<file path="src/rtl/irrigation_sequencer.sv">
// Irrigation sequencer: tick prescaler, sensor stability filter and
// valve-control FSM for sprinkler/drip runs with cooldown and tank fault.
module irrigation_sequencer #(
   parameter int TICK_DIV       = 1000,
   parameter int STABLE_TICKS   = 4,
   parameter int SPRINKLE_TICKS = 30,
   parameter int DRIP_TICKS     = 60,
   parameter int COOLDOWN_TICKS = 20
) (
   input  logic       clk,
   input  logic       reset,
   input  logic       enable,
   input  logic       air_umidity,
   input  logic       soil_umidity,
   input  logic       temperature,
   input  logic [1:0] water_box,
   output logic       sprinkler,
   output logic       drip,
   output logic       busy,
   output logic       fault,
   output logic [2:0] state
);

   localparam int PW   = (TICK_DIV > 2) ? $clog2(TICK_DIV) : 1;
   localparam int SW   = $clog2(STABLE_TICKS + 1);
   localparam int RMX1 = (SPRINKLE_TICKS > DRIP_TICKS) ? SPRINKLE_TICKS : DRIP_TICKS;
   localparam int RMAX = (RMX1 > COOLDOWN_TICKS) ? RMX1 : COOLDOWN_TICKS;
   localparam int RW   = $clog2(RMAX + 1);

   typedef enum logic [2:0] {
      S_IDLE     = 3'd0,
      S_SAMPLE   = 3'd1,
      S_SPRINKLE = 3'd2,
      S_DRIP     = 3'd3,
      S_COOLDOWN = 3'd4,
      S_FAULT    = 3'd5
   } state_t;

   state_t          r_state;
   state_t          w_next;
   logic [PW-1:0]   r_pre;
   logic [4:0]      r_prev;
   logic [SW-1:0]   r_scnt;
   logic [RW-1:0]   r_run;
   logic            r_spr;
   logic            r_drip;
   logic            r_busy;
   logic            r_fault;
   logic            w_tick;
   logic [4:0]      w_vec;
   logic            w_change;
   logic            w_stable;
   logic            w_entry;
   logic            w_empty;
   logic            w_spr_req;
   logic            w_drip_req;

   assign w_tick   = (r_pre == PW'(TICK_DIV - 1));
   assign w_vec    = {air_umidity, soil_umidity, temperature, water_box};
   assign w_change = (w_vec != r_prev);
   // A change seen this cycle vetoes a decision even if the count is full.
   assign w_stable = (r_scnt == SW'(STABLE_TICKS)) && !w_change;
   assign w_entry  = (w_next != r_state);
   assign w_empty  = (water_box == 2'b00);

   assign w_spr_req = !soil_umidity &
                      (!air_umidity |
                       (air_umidity & !temperature & water_box[1]));
   assign w_drip_req = !soil_umidity & air_umidity &
                       (temperature | (!temperature & (water_box == 2'b01)));

   assign sprinkler = r_spr;
   assign drip      = r_drip;
   assign busy      = r_busy;
   assign fault     = r_fault;
   assign state     = r_state;

   // Free-running tick prescaler.
   always_ff @(posedge clk) begin
      if (reset) begin
         r_pre <= '0;
      end else if (w_tick) begin
         r_pre <= '0;
      end else begin
         r_pre <= r_pre + 1'b1;
      end
   end

   // Stability filter: restart on input change or state entry.
   always_ff @(posedge clk) begin
      if (reset) begin
         r_prev <= '0;
         r_scnt <= '0;
      end else begin
         r_prev <= w_vec;
         if (w_change || w_entry) begin
            r_scnt <= '0;
         end else if (w_tick && (r_scnt != SW'(STABLE_TICKS))) begin
            r_scnt <= r_scnt + 1'b1;
         end
      end
   end

   // Run/cooldown counter: load on entry, count down on ticks.
   always_ff @(posedge clk) begin
      if (reset) begin
         r_run <= '0;
      end else if (w_entry) begin
         case (w_next)
            S_SPRINKLE: r_run <= RW'(SPRINKLE_TICKS);
            S_DRIP:     r_run <= RW'(DRIP_TICKS);
            S_COOLDOWN: r_run <= RW'(COOLDOWN_TICKS);
            default:    r_run <= '0;
         endcase
      end else if (w_tick && (r_run != '0)) begin
         r_run <= r_run - 1'b1;
      end
   end

   // State register and registered valve/status outputs.
   always_ff @(posedge clk) begin
      if (reset) begin
         r_state <= S_IDLE;
         r_spr   <= 1'b0;
         r_drip  <= 1'b0;
         r_busy  <= 1'b0;
         r_fault <= 1'b0;
      end else begin
         r_state <= w_next;
         r_spr   <= (w_next == S_SPRINKLE);
         r_drip  <= (w_next == S_DRIP);
         r_busy  <= (w_next == S_SPRINKLE) || (w_next == S_DRIP) ||
                    (w_next == S_COOLDOWN);
         r_fault <= (w_next == S_FAULT);
      end
   end

   // Next-state decision.
   always_comb begin
      w_next = r_state;
      if (!enable && (r_state != S_FAULT)) begin
         w_next = S_IDLE;
      end else begin
         case (r_state)
            S_IDLE: begin
               w_next = S_SAMPLE;
            end
            S_SAMPLE: begin
               if (w_stable) begin
                  if (w_empty)         w_next = S_FAULT;
                  else if (w_spr_req)  w_next = S_SPRINKLE;
                  else if (w_drip_req) w_next = S_DRIP;
               end
            end
            S_SPRINKLE, S_DRIP: begin
               if (w_empty)           w_next = S_FAULT;
               else if (soil_umidity) w_next = S_COOLDOWN;
               else if (r_run == '0)  w_next = S_COOLDOWN;
            end
            S_COOLDOWN: begin
               if (r_run == '0) w_next = S_SAMPLE;
            end
            S_FAULT: begin
               if (!w_empty && w_stable) w_next = S_SAMPLE;
            end
            default: begin
               w_next = S_IDLE;
            end
         endcase
      end
   end

endmodule

</file>
<file path="config.mk">
export PLATFORM = sky130hd
export DESIGN_NAME = irrigation_sequencer
export DESIGN_NICKNAME = d
export VERILOG_FILES = /design/src/rtl/irrigation_sequencer.sv
export SDC_FILE = /design/constraint.sdc
export NUM_CORES = 1
export LEC_CHECK = 0
export CAP_MARGIN = 20
export CORE_MARGIN = 5
export CORE_UTILIZATION = 50
export DETAILED_ROUTE_END_ITERATION = 16
export PLACE_DENSITY = 0.74
export SETUP_SLACK_MARGIN = 0.1
export SLEW_MARGIN = 25
export SYNTH_ARGS = -nofsm -noshare
export SYNTH_HDL_FRONTEND = slang
export SYNTH_SLANG_ARGS = --single-unit
</file>
<file path="constraint.sdc">
create_clock -name clk -period 1.98 [get_ports clk]
set_clock_uncertainty 0.2 [all_clocks]
set_input_delay 0.297 -clock clk [delete_from_list [all_inputs] [get_ports clk]]
set_output_delay 0.297 -clock clk [all_outputs]
set_load 0.1 [all_outputs]
</file>
**Word level (Yosys, flattened, before mapping)**

Index checks and enable logic that the tools add are counted.

- Register bits: 31
- Output and inout bits: 7
- Word-level logic and storage cells: 72
- Input port bits: 8

- Reduce and logical (&&, ||, !) cells: 22
- $add $sub $neg: 3
- Equal/unequal tests: 16
- Bitwise gates (word level): 8
- Multiplexer cells: 14

Operator list:

| kind | count |
|---|---|
| 2-to-1 mux 3 bit | 10 |
| case mux 6 bit (3 select lines) | 1 |
| == test 3 bit, second input constant | 5 |
| case mux 3 bit (5 select lines) | 1 |
| == test 3 x 2 -> 1 bit, second input constant | 4 |
| 2-to-1 mux 6 bit | 2 |
| adder 10 x 1 -> 10 bit, second input constant | 1 |
| == test 10 bit, second input constant | 1 |
| AND 1 bit | 6 |
| zero test 1 bit | 6 |
| zero test 6 bit | 1 |
| inequality test 3 bit, second input constant | 2 |
| nonzero test 6 bit | 1 |
| OR reduction 2 bit | 3 |
| subtractor 6 x 1 -> 6 bit, second input constant | 1 |
| logical AND 1 bit | 5 |
| inequality test 5 bit | 1 |
| adder 3 x 1 -> 3 bit, second input constant | 1 |
| == test 3 x 1 -> 1 bit, second input constant | 1 |
| zero test 3 bit | 1 |
| logical OR 1 bit | 3 |
| inequality test 3 bit | 1 |
| == test 2 x 1 -> 1 bit, second input constant | 1 |
| zero test 2 bit | 1 |
| other kinds (2) | 3 |

**Logic depth before layout (Yosys ltp)**

Gate-level depths: netlist of the first run.

- Word-level depth: 13
- Gate-level depth with buffers: 10
- Depth with buffers taken out: 9

**Worst setup path before layout of the first run**

Ideal clock, no wire load.

- Path kind: register to register
- Start: register r_state[1], in the netlist state[1]
- End: register r_run[2]
- Required time: 1.707 ns
- Cell stages (with the launch flop): 9
- Setup time: 0.073 ns
- Period minus slack after synthesis: 2.668 ns
- Path buffers: 2
- Arrival time: 2.394 ns
- Path slack: -0.688 ns
- Cell sequence: dfxtp_1 > clkbuf_1 > nor2_1 > a32o_1 > a41oi_2 > o211ai_2 > buf_6 > o211a_1 > nor3_2

- Cells in the longest elaborated chain, start to end: 9
- Elaborated cells between the ends (all ways): 27
- Those cells by class: eq/ne (10); mux (13); reduce/logical (4)

RTL lines:

| element | RTL line | source |
|---|---|---|
| from (decl) | 39 | `state_t r_state;` |
| from (signal assigned) | 129 | `r_state <= w_next;` |
| 2-to-1 mux 3 bit | 152 | `else if (w_drip_req) w_next = S_DRIP;` |
| 2-to-1 mux 3 bit | 151 | `else if (w_spr_req) w_next = S_SPRINKLE;` |
| 2-to-1 mux 3 bit | 150 | `if (w_empty) w_next = S_FAULT;` |
| 2-to-1 mux 3 bit | 149 | `if (w_stable) begin` |
| case mux 3 bit (5 select lines) | 144 | `case (r_state)` |
| 2-to-1 mux 3 bit | 141 | `if (!enable && (r_state != S_FAULT)) begin` |
| == test 3 bit / == test 3 x 2 -> 1 bit (equally long branches) | 109 | `case (w_next)` |
| case mux 6 bit (3 select lines) | 109 |  |
| 2-to-1 mux 6 bit | 108 | `end else if (w_entry) begin` |
| to (signal assigned) | 110 | `S_SPRINKLE: r_run <= RW'(SPRINKLE_TICKS);` |
| to (signal assigned) | 111 | `S_DRIP: r_run <= RW'(DRIP_TICKS);` |
| to (signal assigned) | 112 | `S_COOLDOWN: r_run <= RW'(COOLDOWN_TICKS);` |
| to (decl) | 44 | `logic [RW-1:0] r_run;` |

Several ways; a longest one is shown, not always the timed one.
A chain may end at the register's enable or synchronous reset.

**Worst setup path in the final report of the first run**

- Start: register r_run[1]
- End: register r_run[5]

- Cells in the longest elaborated chain, start to end: 9
- Elaborated cells between the ends (all ways): 18
- Those cells by class: add/sub (1); eq/ne (4); mux (9); reduce/logical (4)

RTL lines:

| element | RTL line | source |
|---|---|---|
| zero test 6 bit | 158, 161 |  |
| 2-to-1 mux 3 bit | 158 | `else if (r_run == '0) w_next = S_COOLDOWN;` |
| 2-to-1 mux 3 bit | 157 | `else if (soil_umidity) w_next = S_COOLDOWN;` |
| 2-to-1 mux 3 bit | 156 | `if (w_empty) w_next = S_FAULT;` |
| case mux 3 bit (5 select lines) | 144 |  |
| 2-to-1 mux 3 bit | 141 |  |
| == test 3 bit / == test 3 x 2 -> 1 bit (equally long branches) | 109 |  |
| case mux 6 bit (3 select lines) | 109 |  |
| 2-to-1 mux 6 bit | 108 |  |

Several ways; a longest one is shown, not always the timed one. The select of a mux whose other input is x is not followed.

==> out/metrics.cfg, run 1 <==
[detailed_routing]
viasPerCell=5.36
wirelength_um=4010
wire_per_inst_um=13.9
ant_nets=0
drtPass1Iterations=4
drt-initial-drc-count=38
num_vias=1549
drc_errors=0

[status]
outcome=finished, violations left
violations=negative setup slack

[timing]
timing.hold.ws_ns=0.214
finalSetupTns_ns=-2.16
fmax_mhz=450
setup_viol=12
final_hold_viol_count=0
fin_crit_ns=2.22
tightest_slew_ns=0.519
rsz0062_at_grt=true
max_slew_margin_pct=65.3
timing.final.ws_setup_ns=-0.243
slew_violations=0
fin_crit_sh_pct=112

[power]
power-per-cell-area_nw_per_um2=494
total_power_mw=1.20
ir_drop_v=0.000456
p_leak_nw=1.02

[grt]
grt_overflow=0
antenna_found_initial=0
grt_pass1_vias=1506
grt_max_degree=12
grt_use_total_pct=19.6
grt_pass1_wl_um=6760

[layout]
num-fill-cells=237
layout_commonest_cell=buf_4
instances_no_fill=289
fin_util_pct=78.5
drive_gt1_share_pct=41.6
nNetsFinal=257
area_delta_synth_final_pct=47.4
layout_common_cells=buf_4, dfxtp_1, nor2_1, xor2_1
diodes=0
final_area_um2=2430

[floorplanning]
core-area_um2=3100
rows=20
start_util_pct=53.2
die_h_um=67.5
io_pins=15
fp.dieW_um=67.5
die_area_um2=4550

[clock_tree]
clkTransAtPathRegs_ns=0.09
cts.sinks=31
cts_root_buf=clkbuf_4
cts_tree=built
cts_buffer_depth=2
htreeDepth=2
numCtsBuffers=5
clk_latency_ns=0.33

[critical_path]
reg2reg_depth=9
cp_max_fo=8
arrival_ns=2.26
path_depth=9
cp_top_family=compound AO/OA/AOI/OAI gates
criticalPathCategory=register to register
start_kind=register
cpMaxStageDelayCell=dfxtp_2
crit_buf_inv=2
cpPeakStageDelay_ns=0.35
crit_chain=inv_2 -> ha_4 -> nor2b_4 -> a211o_1 -> a32o_2 -> a41oi_4 -> o211ai_4 -> buf_6 -> a21o_1
end_kind=register
required_ns=2.01

[synthesis]
synth_seq_area_share_pct=37.6
synth_top_family_by_area=simple AND/OR/NAND/NOR gates
async_reset_ff_share_pct=0
synth.avg_cell_area_um2=8.88
ys_seq_elements=31
syn_inst=186
synth_cell_types=49
synth_edf_count=0
yosysWarnings=0
ys.flop_type=dfxtp_1
syn_area_um2=1650
synth_compound_area_share_pct=14.5
synth.area.mux_share_pct=0.606
syn-num-nets=198
synthXorXnorAreaFrac_pct=9.55
yosys.area_share.simple_pct=31.3
yosys.area_share.adder_pct=3.03

[hold_path]
hp-class=primary input to register
min_delay_path_depth=2

[placement]
gp_congestion=0.852
place_area_um2=2210
io_buffers=14
place_ws_ns=-0.587
placedCellCount=279
dpl.hpwl_um=2830

[job]
drv_cap=0

[final timing paths]
check | startpoint | slack (ns) | end
min reg2reg | r_pre[9] | 0.30 | r_pre[9]
min | soil_umidity | 0.21 | r_prev[3]
max reg2reg | r_run[1] | -0.24 | r_run[5]
max | r_run[1] | -0.24 | r_run[5]
[report_power, final]
group / switching, mW / total [mW] / internal [mW]
clock: 0.198 / 0.331 / 0.134
sequential: 0.0136 / 0.649 / 0.635
combinational: 0.120 / 0.224 / 0.104
[cells by family (layout without fill, tap and decap cells)]
logic type | count (synthesis) | in the layout
DFF | 31 | 31
and+or+nand+nor | 86 | 86
AOI/OAI and AO/OA | 33 | 33
adders and majority gates | 4 | 4
muxes | 1 | 1
buffers and inverters | 13 | 72
xor gates and xnor gates | 18 | 18
[synthesized netlist by cell type, types with 5 or more instances]
cell	n	area share [%]
nand2_1	8	1.8
nor3_1	6	1.8
xor2_1	11	5.8
dfxtp_1	31	38
a21oi_1	7	2.1
xnor2_1	7	3.7
inv_1	6	1.4
o21ai_0	6	1.8
nor2b_1	8	3.0
nor3_2	5	3.0
nor2_1	21	4.8
nand2b_1	6	2.3
nand3_1	6	1.8
[flip-flops by register name, summed over array words and instances, names as in the netlist]
name / flops
busy: 1
drip: 1
fault: 1
r_pre: 10
r_prev: 5
r_run: 6
r_scnt: 3
sprinkler: 1
state: 3
[layout make-up]
type	count	area, µm²	share of cell area [%]
sequential	31	637	26.2
tap	44	55.1	2.26
clock buffer	7	45.0	1.85
timing repair buffer	58	520	21.4
inverter	7	26.3	1.08
multi-input combinational	142	1150	47.3
[timing repair]
action                     4_1_cts  5_1_grt
setup endpoints to repair       16       16
hold buffers                     0        0
gates cloned                     0        0
gates resized for setup         21       16
setup buffers                    0        3
pin swaps                        9        7
[layer usage]
layer	GRT usage [%]	routed length, µm	vias up
li1	-	-	766
met1	24.6	1770	734
met2	31.3	1980	40
met3	4.83	177	9
met4	9.11	76	0
met5	0	0	-
(Power assumes the default switching activity.)
==> inputs of run 2 (changes only) <==
--- a/config.mk
+++ b/config.mk
@@ -10,6 +10,7 @@
 export CORE_UTILIZATION = 50
 export DETAILED_ROUTE_END_ITERATION = 16
 export PLACE_DENSITY = 0.74
+export RECOVER_POWER = 50
 export SETUP_SLACK_MARGIN = 0.1
 export SLEW_MARGIN = 25
 export SYNTH_ARGS = -nofsm -noshare
==> out/metrics.cfg, run 2 (synthesis gave the netlist of run 1 again) <==
[layout]
largest_reg_flops=10  ; unchanged
layout_commonest_cell=buf_4  ; unchanged
reg_top3=r_pre x10, r_run x6, r_prev x5  ; unchanged
layout_common_cells=buf_4, dfxtp_1, nor2_1, xor2_1  ; unchanged
drive_gt1_share_pct=41.2  ; was 41.6%
final_area_um2=2410  ; was 2430 µm²
instances_no_fill=289  ; unchanged
largest-register=r_pre  ; unchanged
nNetsFinal=257  ; unchanged
area_delta_synth_final_pct=46.1  ; was 47.4%
num-fill-cells=240  ; was 237
diodes=0  ; unchanged

[detailed_routing]
viasPerCell=5.35  ; was 5.36
wire_per_inst_um=13.9  ; unchanged
num_vias=1546  ; was 1,549
wirelength_um=4010  ; unchanged
drt-initial-drc-count=50  ; was 38
drc_errors=0  ; unchanged
drtPass1Iterations=4  ; unchanged
ant_nets=0  ; unchanged

[timing]
fin_crit_sh_pct=112  ; about the same
finalSetupTns_ns=-2.16  ; about the same
max_slew_margin_pct=64.1  ; was 65.3%
fin_crit_ns=2.22  ; about the same
fmax_mhz=450  ; about the same
timing.final.ws_setup_ns=-0.243  ; about the same
slew_violations=0  ; unchanged
rsz0062_at_grt=true  ; unchanged
tightest_slew_ns=0.541  ; was 0.519 ns
final_hold_viol_count=0  ; unchanged
setup_viol=12  ; unchanged

[clock_tree]
cts.sinks=31  ; unchanged
holdBufCountCts=0  ; unchanged
clk_latency_ns=0.33  ; about the same
clkTransAtPathRegs_ns=0.09  ; about the same
cts_root_buf=clkbuf_4  ; unchanged
htreeDepth=2  ; unchanged
cts_buffer_depth=2  ; unchanged
cts_tree=built  ; unchanged
numCtsBuffers=5  ; unchanged

[power]
power-per-cell-area_nw_per_um2=498  ; was 494 nW/µm²
ir_drop_v=0.000456  ; about the same
p_leak_nw=1.01  ; was 1.02 nW
total_power_mw=1.20  ; about the same

[placement]
dpl.hpwl_um=2830  ; unchanged
gp_congestion=0.852  ; unchanged
placedCellCount=279  ; unchanged
place_ws_ns=-0.587  ; unchanged
io_buffers=14  ; unchanged
place_area_um2=2210  ; unchanged

[critical_path]
end_kind=register  ; unchanged
cp_max_fo=8  ; unchanged
start_kind=register  ; unchanged
arrival_ns=2.26  ; about the same
required_ns=2.01  ; about the same
criticalPathCategory=register to register  ; unchanged

[floorplanning]
rows=20  ; unchanged
die_h_um=67.5  ; unchanged
start_util_pct=53.2  ; unchanged
die_area_um2=4550  ; unchanged
io_pins=15  ; unchanged
fp.dieW_um=67.5  ; unchanged
core-area_um2=3100  ; unchanged

[job]
drv_cap=0  ; unchanged

[status]
outcome=finished, violations left  ; unchanged
violations=negative setup slack  ; unchanged

[grt]
grt_pass1_vias=1506  ; unchanged
grt_overflow=0  ; unchanged
grt_use_total_pct=19.6  ; unchanged
antenna_found_initial=0  ; unchanged
grt_max_degree=12  ; unchanged
grt_pass1_wl_um=6760  ; unchanged

[hold_path]
hp-class=primary input to register  ; unchanged

run 2: cell type report:
type                            count  area [µm²]  area share, %
Multi-Input combinational cell    142        1150           47.7
Timing Repair Buffer               58         499           20.7
Sequential cell                    31         637           26.4
Inverter                            7        26.3           1.09
Tap cell                           44        55.1           2.28
Clock buffer                        7        45.0           1.87
run 2: repair_timing:
action	CTS	global route
gates resized for setup	21	16
pin swaps	9	7
endpoints found under the setup margin	16	16
cloned	0	0
endpoints found under the hold margin	0	0
setup buffers	0	3
run 2: path summary, 6_finish.rpt:
check / slack (ns) / cells past startpoint / to / startpoint
setup / recovery: -0.24 / 9 / r_run[5] / r_run[1]
hold / removal: 0.21 / 2 / r_prev[3] / soil_umidity
setup reg to reg: -0.24 / 9 / r_run[5] / r_run[1]
hold reg to reg: 0.30 / 2 / r_pre[9] / r_pre[9]
run 2: metrics by stage:
| step | hold WS, ns | util [%] |
|---|---|---|
| finish | 0.214 | 77.8 |
| global route | 0.205 | 77.8 |
| CTS | 0.205 | 75.0 |
| detailed placement | 0.281 | 71.2 |
| global placement | 0.271 | 71.2 |
| floorplan | 0.174 | - |
run 2: worst max-delay path: stages (launching register included):
cell      delay [ns]
dfxtp_2         0.35
inv_2           0.04
ha_4            0.15
nor2b_4         0.13
a211o_1         0.27
a32o_2          0.24
a41oi_4         0.22
o211ai_4        0.18
buf_6           0.18
a21o_1          0.16
run 2: where the power goes:
part | switching [mW] | internal (mW) | leakage [nW] | total, mW
logic | 0.120 | 0.103 | 0.729 | 0.223
clock network | 0.198 | 0.134 | 0.0254 | 0.332
registers | 0.0136 | 0.635 | 0.256 | 0.649
run 2: layer usage:
| metal | global-route usage [%] | share of wire, % | up-vias |
|---|---|---|---|
| met1 | 24.6 | 44 | 729 |
| met5 | 0 | 0 | - |
| met2 | 31.3 | 49 | 42 |
| met3 | 4.83 | 4.7 | 9 |
| met4 | 9.11 | 1.9 | 0 |
| li1 | - | - | 766 |
==> inputs of run 3 (changes only) <==
--- a/config.mk
+++ b/config.mk
@@ -8,8 +8,9 @@
 export CAP_MARGIN = 20
 export CORE_MARGIN = 5
 export CORE_UTILIZATION = 50
+export CTS_CLUSTER_DIAMETER = 100
 export DETAILED_ROUTE_END_ITERATION = 16
-export PLACE_DENSITY = 0.74
+export PLACE_DENSITY = 0.71
 export RECOVER_POWER = 50
 export SETUP_SLACK_MARGIN = 0.1
 export SLEW_MARGIN = 25
==> constraint.sdc (replaced) <==
create_clock -name clk -period 2.7 [get_ports clk]
set_clock_uncertainty 0.2 [all_clocks]
set_input_delay 0.405 -clock clk [delete_from_list [all_inputs] [get_ports clk]]
set_output_delay 0.405 -clock clk [all_outputs]
set_load 0.1 [all_outputs]
==> out/metrics.cfg, run 3 (synthesis gave the netlist of run 1 again) <==
[status]
outcome=completed  ; was finished, violations left

[hold_path]
hp-class=register to register  ; was primary input to register
worst_hold_startpoint=r_pre[0]  ; was soil_umidity

[timing]
timing.hold.ws_ns=0.267  ; was 0.214 ns
rsz0062_at_grt=false  ; was true
final_hold_viol_count=0  ; unchanged
setup_viol=0  ; was 12
timing.final.ws_setup_ns=0.297  ; was -0.243 ns
fmax_mhz=416  ; was 450 MHz
fin_crit_sh_pct=89.0  ; was 112%
finalSetupTns_ns=0  ; was -2.16 ns
slew_violations=0  ; unchanged
max_slew_margin_pct=21.3  ; was 64.1%
fin_crit_ns=2.40  ; was 2.22 ns
tightest_slew_ns=1.19  ; was 0.541 ns

[floorplanning]
die_h_um=67.5  ; unchanged
die_area_um2=4550  ; unchanged
start_util_pct=53.2  ; unchanged
fp.dieW_um=67.5  ; unchanged
rows=20  ; unchanged
io_pins=15  ; unchanged
core-area_um2=3100  ; unchanged

[critical_path]
required_ns=2.74  ; was 2.01 ns
timing.rr.start=r_run[0]  ; was r_run[1]
crit_chain=inv_1 -> ha_1 -> nor2b_1 -> a211o_1 -> a32o_1 -> a41oi_2 -> o211ai_2 -> buf_4 -> nor4_2  ; was inv_2 -> ha_4 -> nor2b_4 -> a211o_1 -> a32o_2 -> a41oi_4 -> o211ai_4 -> buf_6 -> a21o_1
end_kind=register  ; unchanged
cp_max_fo=9  ; was 8
cpPeakStageDelay_ns=0.37  ; was 0.35 ns
start_kind=register  ; unchanged
arrival_ns=2.44  ; was 2.26 ns
critPathLaunch=r_run[0]  ; was r_run[1]
criticalPathCategory=register to register  ; unchanged
cpMaxStageDelayCell=dfxtp_1  ; was dfxtp_2

[job]
drv_cap=0  ; unchanged

[power]
p_leak_nw=0.729  ; was 1.01 nW
p_comb_share_pct=12.3  ; was 18.5%
power_frac_seq_pct=53.8  ; was 53.9%
power-per-cell-area_nw_per_um2=468  ; was 498 nW/µm²
swShare_pct=25.1  ; was 27.6%
ir_drop_v=0.000312  ; was 0.000456 V
p_clk_share_pct=33.9  ; was 27.6%
p_switching_mw=0.223  ; was 0.332 mW
intPower_mw=0.666  ; was 0.871 mW

[clock_tree]
cts_tree=built  ; unchanged
cts.sinks=31  ; unchanged
ctsResizeCount=0  ; was 21
cts_buffer_depth=2  ; unchanged
htreeDepth=2  ; unchanged
clk_latency_ns=0.32  ; was 0.33 ns
clkTransAtPathRegs_ns=0.09  ; about the same
cts_setup_buffers=0  ; unchanged
numCtsBuffers=5  ; unchanged
holdBufCountCts=0  ; unchanged
cts_root_buf=clkbuf_4  ; unchanged

[layout]
largest-register=r_pre  ; unchanged
largest_reg_flops=10  ; unchanged
final_area_um2=1900  ; was 2410 µm²
drive_gt1_share_pct=16.3  ; was 41.2%
area_delta_synth_final_pct=15.0  ; was 46.1%
nNetsFinal=220  ; was 257
num-fill-cells=291  ; was 240
layout_commonest_cell=dfxtp_1  ; was buf_4
diodes=0  ; unchanged
layout_common_cells=dfxtp_1, nor2_1, xor2_1  ; was buf_4, dfxtp_1, nor2_1, xor2_1
reg_top3=r_pre x10, r_run x6, r_prev x5  ; unchanged

[detailed_routing]
drc_errors=0  ; unchanged
drtPass1Iterations=6  ; was 4
num_vias=1354  ; was 1,546
viasPerCell=5.35  ; about the same
drt-initial-drc-count=57  ; was 50
wire_per_inst_um=12.9  ; was 13.9 µm
wirelength_um=3270  ; was 4010 µm
ant_nets=0  ; unchanged

[placement]
place_ws_ns=-0.0254  ; was -0.587 ns
io_buffers=14  ; unchanged
dpl.hpwl_um=2540  ; was 2830 µm
place_area_um2=1850  ; was 2210 µm²
gp_congestion=0.898  ; was 0.852

[grt]
grt_pass1_wl_um=5700  ; was 6760 µm
grt_overflow=0  ; unchanged
grt_pass1_vias=1323  ; was 1,506
grt_max_degree=16  ; was 12
antenna_found_initial=0  ; unchanged
grt_use_total_pct=16.4  ; was 19.6%

-- run 3: cell count changes in the layout (fill, tap and decap cells not counted), moves of 3 or more --
cell | before | now
dlygate4sd2_1 | 4 | 0
clkbuf_1 | 3 | 7
buf_4 | 38 | 8
nor3_1 | 2 | 7
buf_6 | 6 | 0
buf_12 | 3 | 0
clkdlybuf4s50_1 | 2 | 6
dfxtp_1 | 24 | 30
dfxtp_2 | 4 | 1
dfxtp_4 | 3 | 0
nor3_4 | 4 | 1
-- run 3: power by group through the flow --
stage	Clock, mW	Sequential [mW]	Combinational (mW)
finish	0.301	0.478	0.110
CTS	0.313	0.478	0.111
global route	0.335	0.480	0.121
global placement	0	0.488	0.108
floorplan	0	0.493	0.0693
detailed placement	0	0.489	0.110
-- run 3: per-layer routing --
metal,part of all wire (%),global-route usage (%)
met1,47,20.1
met2,48,27.1
met3,3.6,5.82
met4,0.73,4.56
met5,0,0
-- run 3: final cells by class --
cell class	instances	area [µm²]	share of cell area [%]
Sequential cell	31	622	32.7
Inverter	7	26.3	1.38
Multi-Input combinational cell	142	975	51.3
Clock buffer	8	68.8	3.62
Timing Repair Buffer	21	153	8.04
Tap cell	44	55.1	2.90
-- run 3: critical path, delay by kind of cell (launching register included) --
kind / cells / cell delay (ns)
adder cells (fa/ha/maj): 1 / 0.22
buffers and inverters: 2 / 0.28
flip-flops: 1 / 0.37
AO/OA/AOI/OAI: 4 / 0.88
AND/OR/NAND/NOR: 2 / 0.37
-- run 3: path summary, 6_finish.rpt --
path                             endpoint  slack, ns  cells after the start
worst max-delay path            r_scnt[0]       0.30                      9
worst max register to register  r_scnt[0]       0.30                      9
worst min register to register   r_pre[0]       0.27                      1
worst min-delay path             r_pre[0]       0.27                      1
-- run 3: stage by stage --
step,total power [mW],cells,util (%)
after floorplan,0.562,186,-
after global placement,0.596,245,59.7
after detailed placement,0.599,245,59.7
after CTS,0.902,253,61.9
after global routing,0.936,253,61.2
final,0.889,253,61.2
